--- src/rtl/loader_pkg.sv ---
// loader_pkg: shared FSM encodings, header offsets and defaults for rom_loader.
package loader_pkg;
    typedef enum logic [1:0] {LD_IDLE, LD_LOAD, LD_FLUSH} ld_state_t;
    typedef enum logic {WR_IDLE, WR_WAIT} wr_state_t;

    localparam logic [31:0] HDR_CKSUM_OFS   = 32'h0000_018E;
    localparam logic [31:0] CKSUM_START_OFS = 32'h0000_0200;
    localparam logic [7:0]  DEFAULT_PAD_BYTE = 8'hFF;

    // Offsets are byte addresses; the write engine works in word addresses.
    function automatic logic is_hdr_word(input logic [31:0] waddr);
        return waddr == (HDR_CKSUM_OFS >> 1);
    endfunction

    function automatic logic in_sum_region(input logic [31:0] waddr);
        return waddr >= (CKSUM_START_OFS >> 1);
    endfunction
endpackage

--- src/rtl/loader_fifo.sv ---
// loader_fifo: show-ahead byte FIFO; a push while full is accepted only when a pop frees a slot that cycle.
module loader_fifo #(
    parameter int DEPTH = 16
) (
    input  logic       clk,
    input  logic       resetn,
    input  logic       push,
    input  logic [7:0] din,
    input  logic       pop,
    output logic [7:0] dout,
    output logic       full,
    output logic       empty
);
    localparam int AW = $clog2(DEPTH);

    logic [7:0]  mem [DEPTH];
    logic [AW:0] wr_ptr, rd_ptr;
    logic        do_push, do_pop;

    assign do_pop  = pop && !empty;
    assign do_push = push && (!full || do_pop);
    assign empty   = wr_ptr == rd_ptr;
    assign full    = (wr_ptr ^ rd_ptr) == {1'b1, {AW{1'b0}}};
    assign dout    = mem[rd_ptr[AW-1:0]];

    always_ff @(posedge clk or negedge resetn)
        if (!resetn) begin
            wr_ptr <= '0;
            rd_ptr <= '0;
        end else begin
            if (do_push) wr_ptr <= wr_ptr + 1'b1;
            if (do_pop) rd_ptr <= rd_ptr + 1'b1;
        end

    always_ff @(posedge clk)
        if (do_push) mem[wr_ptr[AW-1:0]] <= din;
endmodule

--- src/rtl/rom_loader.sv ---
// rom_loader: packs the UART ROM byte stream into big-endian 16-bit SDRAM writes over a toggle req/ack handshake.
// Define ROM_CHECKSUM_EN to compare the header checksum against the sum of image words from 0x200 up.
module rom_loader
    import loader_pkg::*;
#(
    parameter int         FIFO_DEPTH = 16,
    parameter int         ADDR_W     = 22,
    parameter logic [7:0] PAD_BYTE   = DEFAULT_PAD_BYTE
) (
    input  logic              clk,
    input  logic              resetn,
    input  logic [7:0]        rom_loading,
    input  logic [7:0]        rom_do,
    input  logic              rom_do_valid,
    output logic              mem_req,
    input  logic              mem_ack,
    output logic [ADDR_W-1:0] mem_addr,
    output logic [15:0]       mem_din,
    output logic              loading,
    output logic              done,
    output logic [ADDR_W:0]   rom_size,
    output logic              overflow,
    output logic              cksum_ok
);
    ld_state_t       ld_state, ld_next;
    wr_state_t       wr_state, wr_next;
    logic            nz_r, pending, fire;
    logic [7:0]      hi, dout;
    logic [ADDR_W:0] byte_cnt;
    logic [15:0]     word;
    logic            push, pop, full, empty, idle_wr, acked, start, pad, issue, finish;

    loader_fifo #(.DEPTH(FIFO_DEPTH)) u_fifo (
        .clk    (clk),
        .resetn (resetn),
        .push   (push),
        .din    (rom_do),
        .pop    (pop),
        .dout   (dout),
        .full   (full),
        .empty  (empty)
    );

    // fire delays the req toggle one cycle so mem_addr/mem_din are settled before the request.
    always_comb begin
        start   = ld_state == LD_IDLE && nz_r;
        idle_wr = wr_state == WR_IDLE && mem_req == mem_ack;
        acked   = wr_state == WR_WAIT && !fire && mem_req == mem_ack;
        push    = ld_state == LD_LOAD && rom_do_valid;
        pop     = ld_state != LD_IDLE && idle_wr && !empty;
        pad     = ld_state == LD_FLUSH && idle_wr && empty && pending;
        finish  = ld_state == LD_FLUSH && idle_wr && empty && !pending;
        issue   = (pop && pending) || pad;
        word    = {hi, pad ? PAD_BYTE : dout};
        ld_next = start ? LD_LOAD :
                  (ld_state == LD_LOAD && !nz_r) ? LD_FLUSH :
                  finish ? LD_IDLE : ld_state;
        wr_next = issue ? WR_WAIT : acked ? WR_IDLE : wr_state;
    end

    always_ff @(posedge clk or negedge resetn)
        if (!resetn) begin
            ld_state <= LD_IDLE;
            wr_state <= WR_IDLE;
        end else begin
            ld_state <= ld_next;
            wr_state <= wr_next;
        end

    always_ff @(posedge clk or negedge resetn)
        if (!resetn) begin
            nz_r     <= 1'b0;
            byte_cnt <= '0;
            mem_addr <= '0;
            mem_din  <= '0;
            mem_req  <= 1'b0;
            hi       <= '0;
            pending  <= 1'b0;
            fire     <= 1'b0;
            loading  <= 1'b0;
            done     <= 1'b0;
            rom_size <= '0;
            overflow <= 1'b0;
        end else begin
            nz_r <= rom_loading != 8'd0;
            done <= finish;
            fire <= issue;
            if (fire) mem_req <= ~mem_req;
            if (start) begin
                byte_cnt <= '0;
                mem_addr <= '0;
                pending  <= 1'b0;
                overflow <= 1'b0;
                loading  <= 1'b1;
            end else begin
                if (push) byte_cnt <= byte_cnt + 1'b1;
                if (push && full && !pop) overflow <= 1'b1;
                if (acked) mem_addr <= mem_addr + 1'b1;
                if (pop && !pending) begin
                    hi      <= dout;
                    pending <= 1'b1;
                end
                if (issue) begin
                    mem_din <= word;
                    pending <= 1'b0;
                end
                if (finish) begin
                    rom_size <= byte_cnt;
                    loading  <= 1'b0;
                end
            end
        end

`ifdef ROM_CHECKSUM_EN
    logic [15:0] hdr, sum;

    always_ff @(posedge clk or negedge resetn)
        if (!resetn) begin
            hdr      <= '0;
            sum      <= '0;
            cksum_ok <= 1'b0;
        end else if (start) begin
            hdr <= '0;
            sum <= '0;
        end else begin
            if (issue && is_hdr_word(32'(mem_addr))) hdr <= word;
            if (issue && in_sum_region(32'(mem_addr))) sum <= sum + word;
            if (finish) cksum_ok <= sum == hdr;
        end
`else
    assign cksum_ok = 1'b0;
`endif
endmodule

--- config.mk ---
export PLATFORM = sky130hd
export DESIGN_NAME = rom_loader
export DESIGN_NICKNAME = d
export VERILOG_FILES = /design/src/rtl/loader_pkg.sv /design/src/rtl/loader_fifo.sv /design/src/rtl/rom_loader.sv
export SDC_FILE = /design/constraint.sdc
export NUM_CORES = 1
export LEC_CHECK = 0
export BUFFER_PORTS_ARGS = -buffer_cell sky130_fd_sc_hd__buf_2
export CORE_ASPECT_RATIO = 1.75
export CORE_MARGIN = 1
export CORE_UTILIZATION = 35
export DETAILED_ROUTE_END_ITERATION = 10
export SETUP_SLACK_MARGIN = 0.15
export SLEW_MARGIN = 15
export SYNTH_ARGS = -nofsm -noshare
export SYNTH_HDL_FRONTEND = slang
export SYNTH_SLANG_ARGS = --single-unit
--- constraint.sdc ---
create_clock -name clk -period 6.1 [get_ports clk]
set_input_delay 0.305 -clock clk [delete_from_list [all_inputs] [get_ports clk]]
set_output_delay 0.305 -clock clk [all_outputs]
set_load 0.005 [all_outputs]
* Word-level counts from Yosys, hierarchy flattened
Memory sizes are Yosys's and may differ from the RTL's.
Index checks and enable logic that the tools add are counted.
** Storage, ports and cells
- Logic and storage cells :: 88
- Output and inout port bits :: 66
- Memories kept :: 1
- Register bits :: 112
- Input bits :: 20
- Bits in writable memories :: 128
** Memory list
- u_fifo.mem :: depth 16, width 8, read ports 1, clocked after memory_dff 0, wr ports 1, line loader_fifo.sv:16 : logic [7:0] mem [DEPTH];
** Operators by class
- Reduce and logical (&&, ||, !) cells :: 39
- Bitwise gates (word level) :: 4
- Eq/ne operators :: 5
- Add/subtract/negate cells :: 4
- Multiplexer cells :: 19
** Operator list (number)
- 23-bit two-way mux :: 2
- 22-bit two-way mux :: 2
- 23-bit by 1-bit adder with 23-bit output (second input constant) :: 1
- 22-bit by 1-bit adder with 22-bit output (second input constant) :: 1
- 1-bit logical AND :: 18
- 2-bit nonzero test :: 6
- 1-bit two-way mux :: 11
- 5-bit by 1-bit adder with 5-bit output (second input constant) :: 2
- 8-bit two-way mux :: 1
- 8-bit nonzero test :: 1
- 1-bit zero test :: 6
- 2-bit two-way mux :: 3
- 2-bit AND reduction :: 3
- 3-bit nonzero test :: 2
- 5-bit == test :: 1
- 5-bit == test (second input constant) :: 1
- 5-bit bitwise XOR :: 1
- 1-bit inverter :: 3
- 2-bit by 1-bit == test with 1-bit output (second input constant) :: 1
- 2-bit == test (second input constant) :: 1
- 2-bit zero test :: 1
- 1-bit logical OR :: 2
- 1-bit == test :: 1

* Depth between registers and ports, before layout
Gate-level depths: netlist (run 1).
- Word-level depth :: 9
- Gate-level depth with buffers :: 9
- Mapped depth without buffers :: 6

* By module
A second synthesis (run 1) with hierarchy kept.
** Second synthesis, totals
- Cells, all modules :: 675
- Area, all modules :: 10252.3 µm²
** Modules (own cells, without submodules)
- loader_fifo :: cells each 276, seq. area each 4093.9 µm², area an instance 5675.4 µm², times used 1
- rom_loader :: cells each 399, seq. area each 2552.4 µm², area an instance 4576.9 µm², times used 1

* Worst setup path after synthesis (run 1)
Ideal clock, no wire load.
- Path kind :: reg2reg
- Start :: reg mem_req
- End :: mem u_fifo.mem[0][0] (enable)
- Required time :: 5768 ps
- Stages on the path, launching flop included :: 8
- Clock period less this slack :: 2323 ps
- Arrival :: 1991 ps
- Path buffers :: 2
- Setup slack :: 3777 ps
- Setup time :: 332 ps
- Cells stage by stage :: dfrtp_1 xor2_1 or3_1 buf_2 a31oi_1 buf_2 nor3b_1 and2_1
** On the way
- Cells in the longest elaborated chain, start to end :: 9
** Ends and longest elaborated chain
- start, declared :: line rom_loader.sv:15 : output logic mem_req,
- start signal, assigned :: line rom_loader.sv:88 : if (fire) mem_req <= ~mem_req;
- 1-bit == test :: line rom_loader.sv:47 : idle_wr = wr_state == WR_IDLE && mem_req == mem_ack;
- 1-bit logical AND :: line rom_loader.sv:47
- 1-bit logical AND (2 in series) :: line rom_loader.sv:50 : pop = ld_state != LD_IDLE && idle_wr && !empty;
- 1-bit logical AND :: line loader_fifo.sv:20 : assign do_pop = pop && !empty;
- 1-bit logical OR :: line loader_fifo.sv:21 : assign do_push = push && (!full || do_pop);
- 1-bit logical AND :: line loader_fifo.sv:21
- 1-bit two-way mux :: line loader_fifo.sv:36 : if (do_push) mem[wr_ptr[AW-1:0]] <= din;
- 1-bit two-way mux (not written as such) :: line loader_fifo.sv:36
- end, declared :: line loader_fifo.sv:16
Every way passes these cells.

* Worst setup path in the final report (run 1)
- Start :: reg u_fifo.rd_ptr[3]
- End :: mem u_fifo.mem[4][3] (enable)
** On the way
- Cells in the longest elaborated chain, start to end :: 8
- Elaborated cells between the ends (all ways) :: 11
- Those cells by class :: eq/ne: 2; mux: 2; bitwise: 1; reduce/logical: 6
** Ends and longest elaborated chain
- start, declared :: line loader_fifo.sv:17 : logic [AW:0] wr_ptr, rd_ptr;
- start signal, assigned :: line loader_fifo.sv:32 : if (do_pop) rd_ptr <= rd_ptr + 1'b1;
- 5-bit == test :: line loader_fifo.sv:22 : assign empty = wr_ptr == rd_ptr;
- 1-bit zero test :: line loader_fifo.sv:20, rom_loader.sv:50
- 1-bit logical AND :: line rom_loader.sv:50
- 1-bit logical AND :: line loader_fifo.sv:20
- 1-bit logical OR (*) :: line loader_fifo.sv:21
- 1-bit logical AND (*) :: line loader_fifo.sv:21
- 1-bit two-way mux (*) :: line loader_fifo.sv:36
- 1-bit two-way mux (not written as such) (*) :: line loader_fifo.sv:36
Mark *: on every way between the ends. The rest lies on a longest branch, timed or not.

==> results of run 1 <==
synth_stat cells, types with 3 or more instances:
master     instances  area [um2]
and3_1            10        62.6
buf_2              8        40.0
dfrtp_1          112        2800
xnor2_1           18         158
nand2_1           17        63.8
and3b_1            3        26.3
inv_1              6        22.5
clkbuf_1           8        30.0
a2111oi_0          8        70.1
o21ai_0            3        15.0
mux2i_1            9        90.1
buf_4              4        30.0
nor3_1             3        15.0
edfxtp_1         128        3840
a211oi_1           8        60.1
mux2_2            41         462
a21oi_1           19        95.1
nor2b_1           17         106
and4_1             4        35.0
nand3_1           13        65.1
nor2_1            63         236
nor4_1             5        31.3
xor2_1            41         359
mux4_2            24         541
nand2b_1           4        25.0
nand4_1           23         144
buf_1              4        15.0
a2bb2oi_2          8         120
buf_6              7        78.8
ha_1               7        87.6
and2_1            17         106
per-layer routing:
layer | part of all wire, % | vias up | global-route usage, %
met5 | 0 | - | 0
met3 | 3.9 | 30 | 2.25
li1 | - | 2612 | -
met1 | 37 | 2822 | 16.8
met2 | 56 | 119 | 29.7
met4 | 2.3 | 0 | 5.33
flip-flops by register name, summed over array words and instances, names as in the netlist:
register / flops
done: 1
ld_state: 2
fire: 1
u_fifo.wr_ptr: 5
loading: 1
byte_cnt: 23
rom_size: 23
pending: 1
u_fifo.mem: 128
overflow: 1
hi: 8
nz_r: 1
mem_req: 1
u_fifo.rd_ptr: 5
wr_state: 1
mem_din: 16
mem_addr: 22
final timing paths:
kind	slack (ps)	depth (start not counted)	end
worst max register to register	2950	5	u_fifo.mem[4][3]
worst min-delay path	200	1	u_fifo.mem[10][4]
max in group asynchronous	4750	3	mem_din[0]
worst max-delay path	2950	5	u_fifo.mem[4][3]
min in group asynchronous	230	2	mem_addr[11]
worst min register to register	480	1	mem_req
power groups by stage:
stage	registers (uW)	logic, uW	clock network, uW
floorplan	2050	983	0
global placement	2120	1300	0
detailed placement	2130	1310	0
CTS	2090	1320	1570
global route	2120	1420	1620
finish	2090	1290	1530
layout make-up:
cell class / count / area (um2) / share of cell area [%]
clock buffers: 26 / 587 / 5.06
clock inverters: 16 / 219 / 1.89
inverters: 6 / 22.5 / 0.194
multi-input cells: 381 / 3130 / 27.0
flip-flops and latches: 240 / 6650 / 57.3
well taps: 373 / 467 / 4.02
repair buffers: 96 / 527 / 4.54
kinds of logic (layout without fill, tap and decap cells):
logic type,count (synthesis),in the layout,share of synthesized area (%)
mux,74,74,10.9
compound gates,52,52,4.22
flops,240,240,66.4
simple gates,188,188,10.1
other cells,1,1,0.0374
xor+xnor,59,59,5.16
fa+ha+maj,7,7,0.875
buf+inv,39,144,2.36
metrics by stage:
| stage | utilization [%] | worst slack, ps | std cells | hold slack, ps |
|---|---|---|---|---|
| floorplan | - | 3780 | 660 | 9.41 |
| global placement | 38.3 | 3120 | 1092 | 249 |
| detailed placement | 38.3 | 3020 | 1092 | 258 |
| CTS | 41.3 | 3000 | 1138 | 180 |
| global route | 41.3 | 2720 | 1138 | 194 |
| finish | 41.3 | 2950 | 1138 | 196 |
timing repair:
action | 4_1_cts | 5_1_grt
setup endpoints to repair | 0 | 0
buffers inserted | 0 | 0
hold buffers | 4 | 0
hold endpoints to repair | 27 | 0
==> impl_results.md, run 1 <==
* Most frequent cells in the layout: edfxtp_1, dfrtp_1, buf_2
* I/O Pins at between 80 and 90
* GRT Total Usage at roughly 15%
* Ys flop type: edfxtp_1
* Initial antenna violation count at 0
* Register area share after synthesis at between 60 and 70%
* Delay-heaviest family, CP: compound AO/OA/AOI/OAI gates
* Synth async-reset ratio at 46.7%
* Post-synthesis register bit count at 240
* # DRC at 0
* Pwr/cell area at 423 nW/um2
* Worst r2r src: u_fifo.rd_ptr[3]
* Hold/Removal Path Class: input port to flop
* Setup CP Type: flop to flop
* Detail Placement HPWL at roughly 15 mm
* Area growth, synth to finish at 15.9%
* Internal Power at 3410 uW
* Clock power frac at ~31%
* Number of fill cells at about 2600
* Clock latency reported for the late side of the worst-skew pair at between 500 and 600 ps
* CTS clk-pin slew, worst paths at about 70 ps
* Longest Clk Path Bufs at 3
* Initial Util at approximately 36%
* CP max stage cell: a31oi_1
* Skew final at 18.7 ps
* First-pass GRT wire length at roughly 34 mm
* Finished Cell Area at between 10000 and 15000 um2
* Slowest stage delay, CP at roughly 900 ps
* Switching Fraction at 30.5%
* Min-delay src: rom_do[4]
* Switching Power at 1500 uW
* Setup TNS at 0 ps
* Die Wd at ~130 um
* Sequential share of power at 42.6%
* Post-synth design cell area at roughly 10000 um2
* Critical path arrival at roughly 3300 ps
* Hold Violations, Final at 0
* Clock tree sinks at 240
* H-tree depth at 1
* Overall power at roughly 5000 uW
* Startpoint type of the worst setup path: flop
* Req. time, crit path at 6290 ps
* Number of synthesized flops with an enable pin at 128
* Number of DRC markers in iteration 0 at 220
* First-pass DRT Iterations at 4
* Bufs and invs on worst path at 0
* Max FO, Critical Path at 19
* Synth cell types at 49
* Synthesized area per cell at 15.2 um2
* Worst Tran Pin Value at between 1000 and 1500 ps
* I/O Buffers at 84
* Layout cells sized above 1 at a little over a quarter
* Via count at 5583
* IR drop worst, VDD at between 0.15 and 0.2 mV
* CTS root buffer: clkbuf_16
* Max Slew Vio Count at 0
* Post-route ant nets at 0
* Commonest non-fill, non-tap cell in the layout: edfxtp_1
* Slew margin rel. at 14.5%
* Num rows at just over 80
* Critical Path End Type: flop
* DR WL/cell at 19.0 um
* Die height at approximately 230 um
* DR vias/cell at slightly below 5
* Setup Viol. Count Final at 0
* Syn Nets at between 600 and 700
* Cells along the critical path: xor2_1 -> nor4_4 -> a31oi_1 -> and3b_1 -> and2_1
* Status: completed
* Largest net degree at the start of global routing at slightly below 90
* RSZ-0062 raised after global routing: false
* Leak at approximately 0.0046 uW
* Area after DPL at approximately 11000 um2
* Final min period at 3150 ps
* Fin crit share at approximately half
* Max Freq at roughly 320 MHz
* Number of global-route vias before repair at between 5000 and 6000
* Global route total overflow at 0
* Cells after synthesis at 660
* Overall routed net length at between 20 and 25 mm
* CTS tree: built
* Die area at between 20000 and 30000 um2
* Comb pwr share at 26.3%
* Total of max-cap violations at 0
* Post-cts sizing count at 0
* N_diodes at 0
* Final net count at between 700 and 800
* Crit path launch: u_fifo.rd_ptr[3]
* TritonCTS Buffers at 23
* Core area at between 20000 and 30000 um2
* Routability cong. at 0.728
* Yosys warns at 0
(Power assumes the default switching activity.)
==> inputs of run 2 (changes only) <==
==> constraint.sdc (replaced) <==
create_clock -name clk -period 2.7 [get_ports clk]
set_input_delay 0.135 -clock clk [delete_from_list [all_inputs] [get_ports clk]]
set_output_delay 0.135 -clock clk [all_outputs]
set_load 0.005 [all_outputs]
==> run 2 against run 1 <==
  * Core utilization is 0.66 points higher
  * Sequential power up 120%
  * Hold slack lost 140 ps
  * Count of clock-buffer cells in the layout down 1
  * Die area is the same
  * Critical path depth grew 2
  * Critical endpoint is now mem_din[7]
  * Largest cell class unchanged
  * Largest power group unchanged
==> impl_results.md, run 2 (synthesis gave the netlist of run 1 again) <==
* Reg-to-reg setup timing slack at 170 ps (-2780 ps)
* DR WL/cell at 19.2 um (+1.1%)
* Detail Placement HPWL at 15.7 mm (+5.9%)
* Max Slew Vio Count at 0 (unchanged)
* TritonCTS Buffers at 23 (unchanged)
* Max Freq at 395 MHz (+24%)
* CTS clk-pin slew, worst paths at 70 ps (about the same)
* GRT Total Usage at 15.8% (+0.39 points)
* Clock latency reported for the late side of the worst-skew pair at 510 ps (-30 ps)
* Pwr/cell area at 944 nW/um2 (+120%)
* Commonest non-fill, non-tap cell in the layout: edfxtp_1
* Setup TNS at 0 ps (unchanged)
* Largest net degree at the start of global routing at 90 (+3.4%)
* CTS tree: built
* RSZ-0062 raised after global routing: false
* Switching Fraction at 31.0% (+0.43 points)
* Global route total overflow at 0 (unchanged)
* Overall routed net length at 22.3 mm (+2.9%)
* Initial Util at 35.7% (unchanged)
* Hold Violations, Final at 0 (unchanged)
* Fin crit share at 93.8% (+42 points)
* CTS root buffer: clkbuf_16
* Most frequent cells in the layout: edfxtp_1, dfrtp_1, buf_2
* Final net count at 794 (+2.5%)
* Critical path arrival at 2980 ps (-360 ps)
* H-tree depth at 1 (unchanged)
* Die area at 29300 um2 (unchanged)
* Slew margin rel. at 30.2% (+16 points)
* Total of max-cap violations at 0 (unchanged)
* Max reg flops at 128 (unchanged)
* Clock tree sinks at 240 (unchanged)
* I/O Pins at 86 (unchanged)
* # DRC at 0 (unchanged)
* Sequential share of power at 42.0% (-0.6 points)
* Core area at 28100 um2 (unchanged)
* Layout cells sized above 1 at 29.6% (+2.5 points)
* Longest Clk Path Bufs at 3 (unchanged)
* Area after DPL at 11000 um2 (+1.9%)
* I/O Buffers at 84 (unchanged)
* Skew final at 10.9 ps (-7.74 ps)
* Number of DRC markers in iteration 0 at 297 (+35%)
* Max FO, Critical Path at 21 (+2)
* DR vias/cell at 4.90 (about the same)
* Post-layout util at 42.0% (+0.66 points)
* Comb pwr share at 28.4% (+2.1 points)
* Setup Viol. Count Final at 0 (unchanged)
* Clock power frac at 29.7% (-1.4 points)
* Final min period at 2530 ps (-621 ps)
* Internal Power at 7680 uW (+130%)
* Status: completed
* Die height at 226 um (unchanged)
* Routability cong. at 0.784 (+7.6%)
* IR drop worst, VDD at 0.449 mV (+130%)
* Switching Power at 3440 uW (+130%)
* Number of global-route vias before repair at 5991 (+3.6%)
* Post-route ant nets at 0 (unchanged)
* Hold/Removal Path Class: input port to flop
* Area growth, synth to finish at 17.7%
* Number of fill cells at 2565 (-0.74%)
* Req. time, crit path at 3150 ps (-3140 ps)
* Startpoint type of the worst setup path: flop
* Num rows at 81 (unchanged)
* Fin worst setup slack at 166 ps (-2780 ps)
* First-pass GRT wire length at 34.6 mm (+2.6%)
* Die Wd at 130 um (unchanged)
* Setup CP Type: flop to flop
* Via count at 5678 (+1.7%)
* Initial antenna violation count at 1 (+1)
* Leak at 0.00472 uW (+2.0%)
* Worst slack, placed at 16.6 ps (-3000 ps)
* Finished Cell Area at 11800 um2 (+1.6%)
* First-pass DRT Iterations at 4 (unchanged)
* Worst Tran Pin Value at 1020 ps (-229 ps)
* Critical Path End Type: flop
## run 2: changes by cell type in the layout (fill, tap and decap cells not counted), moves of 2 or more
cell        before  now
inv_6            0    2
clkinv_4         0    2
clkinv_1         5    1
buf_12           0    5
clkinvlp_4       2    6
a2111oi_1        0    2
buf_4            8   23
a2111oi_0        8    6
bufinv_16        5    3
## run 2: metal layers
layer | share of wire (%) | routed length (um) | vias up | global-route usage (%)
li1 | - | - | 2650 | -
met1 | 35 | 7800 | 2844 | 16.4
met2 | 57 | 12800 | 145 | 31.2
met3 | 4.0 | 892 | 39 | 1.99
met4 | 3.4 | 764 | 0 | 6.41
met5 | 0 | 0 | - | 0
## run 2: path summary, 6_finish.rpt
check | startpoint | end | cells past startpoint
worst min-delay path | rom_do[5] | u_fifo.mem[11][5] | 1
min in group asynchronous | resetn | mem_addr[13] | 2
max in group asynchronous | resetn | hi[4] | 3
worst max-delay path | u_fifo.rd_ptr[2] | mem_din[7] | 7
worst min register to register | hi[1] | mem_din[9] | 1
worst max register to register | u_fifo.rd_ptr[2] | mem_din[7] | 7
## run 2: power by group through the flow
| stage | Sequential, uW | Clock (uW) | Combinational [uW] |
|---|---|---|---|
| 2_1_floorplan | 4640 | 0 | 2220 |
| 3_5_place_dp | 4750 | 0 | 3190 |
| 3_3_place_gp | 4740 | 0 | 3170 |
| 4_1_cts | 4680 | 3380 | 3210 |
| 6_report | 4670 | 3300 | 3160 |
| 5_1_grt | 4720 | 3520 | 3460 |
## run 2: stage by stage
stage                     total power (uW)  hold WS, ps  std cells
after floorplan                       6860         -161        660
after global placement                7910         81.8       1111
after detailed placement              7940         82.8       1111
after CTS                            11300         34.9       1157
after global routing                 11700         34.1       1158
final                                11100         53.3       1158
## run 2: area by class of cell
cell class	instances	area [um2]	area share, %
multi-input cells	381	3140	26.6
clock inverters	17	200	1.70
repair buffers	115	728	6.18
inverters	6	22.5	0.191
flip-flops and latches	240	6650	56.4
clock buffers	25	583	4.95
diodes	1	2.50	0.0212
well taps	373	467	3.96
## run 2: worst max-delay path, stage by stage (launching register included)
cell	delay, ps
dfrtp_1	360
buf_4	270
nand2b_1	340
a211oi_1	140
a2111oi_0	920
buf_4	230
a21oi_1	60
a2bb2oi_2	140
## run 2: what timing repair did
| item | 4_1_cts | 5_1_grt |
|---|---|---|
| endpoints found under the setup margin | 2 | 10 |
| hold buffers | 4 | 0 |
| endpoints found under the hold margin | 24 | 0 |
| gates resized for setup | 1 | 2 |
| setup buffers | 0 | 0 |
